--- config.mk ---
export PLATFORM = sky130hd
export DESIGN_NAME = program_loader
export DESIGN_NICKNAME = d
export VERILOG_FILES = /design/src/rtl/program_loader.sv
export SDC_FILE = /design/constraint.sdc
export NUM_CORES = 1
export LEC_CHECK = 0
export ABC_CLOCK_PERIOD_IN_PS = 2850
export CAP_MARGIN = 20
export CORE_AREA = 2 2 103 65
export CTS_CLUSTER_DIAMETER = 50
export DETAILED_ROUTE_END_ITERATION = 12
export DIE_AREA = 0 0 105 67
export MAX_ROUTING_LAYER = met4
export PLACE_DENSITY = 0.89
export SLEW_MARGIN = 20
export SYNTH_ARGS = -nofsm -noshare
export SYNTH_HDL_FRONTEND = slang
export SYNTH_SLANG_ARGS = --single-unit
--- constraint.sdc ---
create_clock -name ldr_clk -period 2.85 [get_ports ldr_clk]
set_input_delay 0.855 -clock ldr_clk [delete_from_list [all_inputs] [get_ports ldr_clk]]
set_output_delay 0.855 -clock ldr_clk [all_outputs]
set_load 0.005 [all_outputs]
--- src/rtl/program_loader.sv ---
// rtl/program_loader.sv - framed host byte stream to 16-bit data memory loader
module program_loader #(
    parameter logic [7:0] HEADER = 8'hA5,
    parameter int         ADDR_W = 8
) (
    input  logic              ldr_clk,
    input  logic              ldr_rst,
    input  logic [7:0]        ldr_rx_data,
    input  logic              ldr_rx_valid,
    output logic              ldr_rx_ready,
    output logic [ADDR_W-1:0] ldr_mem_addr,
    output logic [15:0]       ldr_mem_data,
    output logic              ldr_mem_wr_en,
    output logic              ldr_word_op,
    output logic              ldr_cpu_hold,
    output logic              ldr_done,
    output logic              ldr_error
);

    typedef enum logic [3:0] {
        S_IDLE,
        S_ADDR,
        S_LEN,
        S_DATA_HI,
        S_DATA_LO,
        S_WRITE,
        S_CHECK,
        S_DONE,
        S_ERR
    } state_t;

    state_t            state;
    logic [ADDR_W-1:0] addr_q;
    logic [8:0]        word_cnt;
    logic [7:0]        checksum;
    logic [7:0]        data_hi;
    logic              done_q;
    logic              error_q;
    logic              rx_fire;

    // Handshake and strobes are pure state decodes so rx inputs never reach outputs
    assign ldr_rx_ready  = (state != S_WRITE);
    assign ldr_mem_wr_en = (state == S_WRITE);
    assign ldr_word_op   = 1'b1;
    assign ldr_cpu_hold  = (state != S_DONE);
    assign ldr_done      = done_q;
    assign ldr_error     = error_q;
    assign rx_fire       = ldr_rx_valid && ldr_rx_ready;

    // Frame parser: header, address, length, data pairs with a write cycle each, checksum
    always_ff @(posedge ldr_clk or posedge ldr_rst) begin
        if (ldr_rst) begin
            state        <= S_IDLE;
            addr_q       <= '0;
            word_cnt     <= '0;
            checksum     <= '0;
            data_hi      <= '0;
            done_q       <= 1'b0;
            error_q      <= 1'b0;
            ldr_mem_addr <= '0;
            ldr_mem_data <= '0;
        end else begin
            case (state)
                S_IDLE, S_DONE, S_ERR: begin
                    // Anything other than a header is dropped; status persists until a new frame
                    if (rx_fire && ldr_rx_data == HEADER) begin
                        state   <= S_ADDR;
                        done_q  <= 1'b0;
                        error_q <= 1'b0;
                    end
                end
                S_ADDR: begin
                    if (rx_fire) begin
                        addr_q <= ADDR_W'(ldr_rx_data);
                        state  <= S_LEN;
                    end
                end
                S_LEN: begin
                    if (rx_fire) begin
                        // A zero count encodes a full 256-word frame
                        word_cnt <= (ldr_rx_data == 8'd0) ? 9'd256 : {1'b0, ldr_rx_data};
                        checksum <= 8'd0;
                        state    <= S_DATA_HI;
                    end
                end
                S_DATA_HI: begin
                    if (rx_fire) begin
                        data_hi  <= ldr_rx_data;
                        checksum <= checksum + ldr_rx_data;
                        state    <= S_DATA_LO;
                    end
                end
                S_DATA_LO: begin
                    if (rx_fire) begin
                        // Memory port registers are loaded here so they are stable through WRITE
                        ldr_mem_addr <= addr_q;
                        ldr_mem_data <= {data_hi, ldr_rx_data};
                        checksum     <= checksum + ldr_rx_data;
                        state        <= S_WRITE;
                    end
                end
                S_WRITE: begin
                    addr_q   <= addr_q + 1'b1;
                    word_cnt <= word_cnt - 9'd1;
                    state    <= (word_cnt == 9'd1) ? S_CHECK : S_DATA_HI;
                end
                S_CHECK: begin
                    if (rx_fire) begin
                        if (ldr_rx_data == checksum) begin
                            state  <= S_DONE;
                            done_q <= 1'b1;
                        end else begin
                            state   <= S_ERR;
                            error_q <= 1'b1;
                        end
                    end
                end
                default: state <= S_IDLE;
            endcase
        end
    end

endmodule

==> key figures <==
Setup path
  • FF-to-FF setup slack: 0.81 ns
  • Reg2reg start: checksum[0]$_DFFE_PP0P_
  • CP Class: in -> reg
  • Critical Path Start Type: primary input
  • Worst R2R Path Depth: 8
  • CP endpoint kind: flop
  • Worst path required time: 3.09 ns
  • Critical Path AT: 2.86 ns
  • Worst-path maximum fanout: 2
  • Worst r2r dst: checksum[6]$_DFFE_PP0P_

Synth
  • Post-synth top cells: dfrtp_1 (63), nand2_1 (28), nor2_1 (25), o21ai_0 (20)
  • Count leader, synth: dfrtp_1
  • Yosys warning count: 0
  • Number of synthesized register bits: 63
  • Post-synth cell types: 55
  • Post-synth EDFFs: 0
  • Synth area leaders: dfrtp_1 (48%), mux2_2 (5.8%), mux2_1 (4.5%)
  • Post-synthesis sequential area ratio: 48.2%
  • Mapped Avg Cell Area: 10.4 um^2
  • Synthesized cell area: 0.00327 mm^2
  • Fraction of registers with async set/reset: 100%
  • Syn Inst Count: 315
  • Synth top area share: 48.2%
  • Post-synth net total: 337
  • Most frequently used flop master after synthesis: dfrtp_1
  • Largest area contributor in the netlist: dfrtp_1

STA
  • Final count of negative-setup-slack endpoints: 0
  • Hold Fails Final Rpt: 0
  • Setup_tns: 0 ns
  • Final WS setup: 0.232 ns
  • Final-report max-slew violation count: 0
  • RSZ-0062 raised after global routing: false
  • Skew final: 0.0119 ns
  • Tcrit/Tclk final: 91.8%
  • Relative slew margins: 59.0%
  • Fin crit period: 2.62 ns
  • Tightest Pin Transition: 0.611 ns
  • Highest clock rate: 0.382 GHz

Routing
  • Pre-Repair DR Iteration Count: 5
  • Vias per cell: 5.99
  • Residual DRC: 0
  • DR vias: 2796
  • Final wirelength: 8350 um
  • Routed Antenna Nets: 0
  • Initial DRC count: 214
  • WL per Instance: 17.9 um

GRT
  • Largest net degree at the start of global routing: 64
  • Vias in the first global route: 2744
  • First-pass GRT wire length: 13800 um
  • Total GRT Usage: 26.7%
  • Initial antenna violation count: 0
  • Overflow after GRT: 0

Power and ir drop
  • Maximum VDD drop: 0.537 mV
  • Lkg Pwr: 0.00177 uW
  • PwrDens: 1120 mW/mm^2

Min path
  • Worst Hold Depth: 1
  • Hold_sp: data_hi[4]$_DFFE_PP0P_
  • Hold Path End: ldr_mem_data[12]$_DFFE_PP0P_
  • Min-Delay Path Class: reg -> reg

Layout
  • Area grow syn2layout: 26.4%
  • Share of cells above drive strength 1: 17.8%
  • Nets: 400
  • ANT cells: 0

CTS
  • CTS tree: built
  • Clk Latency, worst-skew pair: 0.35 ns
  • Post-CTS Resized: 0
  • CTS max path bufs: 2
  • Clock-pin slew on the worst setup and hold paths: 0.07 ns
  • Hold bufs inserted after CTS: 0
  • Postcts setup bufs: 0
  • CTS Buf Count: 9
  • CTS Root Cell: clkbuf_8
  • Number of H-tree levels: 3
  • Clock Sinks: 63

Placed design
  • Port bufs: 39
  • Routability Congestion: 0.977
  • Detailed-placement wirelength estimate: 5760 um
  • DP Worst Slack: -0.114 ns

Floorplan
  • Starting Density: 54.5%
  • Core Box Area: 0.00600 mm^2
  • Cell Rows: 22
  • Die W: 105 um
  • I/O pins: 41
  • Chip height: 67 um
  • Die area: 0.00704 mm^2

Status
  • Run status: finished, final reports clean

Run
  • MaxCap Viol Count: 0
worst max-delay path by stage:
| stage | from | endpoint | cells after the start |
|---|---|---|---|
| global route | ldr_rx_data[1] | checksum[6]$_DFFE_PP0P_ | 8 |
| global placement | ldr_rx_data[0] | checksum[6]$_DFFE_PP0P_ | 9 |
| CTS | state[1]$_DFFE_PP0P_ | ldr_mem_wr_en | 4 |
| finish | ldr_rx_data[0] | checksum[6]$_DFFE_PP0P_ | 9 |
| floorplan | ldr_rst | addr_q[0]$_DFFE_PP0P_ | 1 |
| detailed placement | ldr_rx_data[0] | checksum[6]$_DFFE_PP0P_ | 9 |
kinds of logic after synthesis:
kind of cell / share of synthesized area (%)
and+or+nand+nor: 15.3
AOI/OAI and AO/OA: 16.9
DFF: 48.2
muxes: 10.9
buffers and inverters: 3.13
adders and majority gates: 4.43
xor gates and xnor gates: 1.07
other: 0.115
where the power goes:
group | switching (uW) | internal [uW] | total (uW)
Clock | 364 | 516 | 880
Sequential | 329 | 1310 | 1640
Combinational | 1020 | 1090 | 2100
worst max-delay path, cell delays in order:
cell             delay [ns]
clkdlybuf4s50_1        0.43
ha_1                   0.23
inv_1                  0.07
fa_1                   0.19
nor2b_1                0.07
o31a_1                 0.26
o21a_1                 0.19
or3_1                  0.31
a32o_1                 0.25
stage by stage:
step	cells	utilization, %	power [uW]	area, um^2	hold slack (ns)
after global placement	451	65.2	3580	3920	0.464
after CTS	467	69.0	4620	4140	0.493
after global routing	467	69.0	4930	4140	0.502
after detailed placement	451	65.2	3710	3920	0.477
after floorplan	315	-	2840	3270	0.449
final	467	69.0	4630	4140	0.490
cells in the final DEF, fill, tap and decap left out, types with 3 or more instances in the layout:
master and n:
a211oi_1 7, a21oi_1 17, a22o_1 3, a311oi_1 5
and3_1 3, buf_4 25, clkbuf_8 10, clkdlybuf4s50_1 39
dfrtp_1 63, ha_1 10, inv_1 9, mux2_1 13
mux2_2 17, nand2_1 28, nand2b_1 3, nand3_1 12
nand4b_1 3, nor2_1 25, nor2b_1 8, o211ai_1 3
o21a_1 3, o21ai_0 20, o21ai_1 6
registers in the layout, summed over array words and instances (netlist names):
register      flops
ldr_error         1
checksum          8
addr_q            8
data_hi           8
ldr_mem_addr      8
ldr_done          1
word_cnt          9
state             4
ldr_mem_data     16
layout make-up:
| class | count | area [um^2] |
|---|---|---|
| timing repair buffer | 65 | 598 |
| multi-input combinational | 228 | 1590 |
| fill | 443 | 1860 |
| clock buffer | 11 | 141 |
| tap | 84 | 105 |
| clock inverter | 5 | 81.3 |
| inverter | 11 | 41.3 |
| sequential | 63 | 1580 |
per-layer routing:
layer / GRT usage [%] / share of wire (%)
met5: - / 0
met4: 9.00 / 2.2
met3: 7.14 / 9.3
met2: 41.9 / 45
met1: 34.1 / 43
No activity file was read; power rests on OpenSTA's default activity.
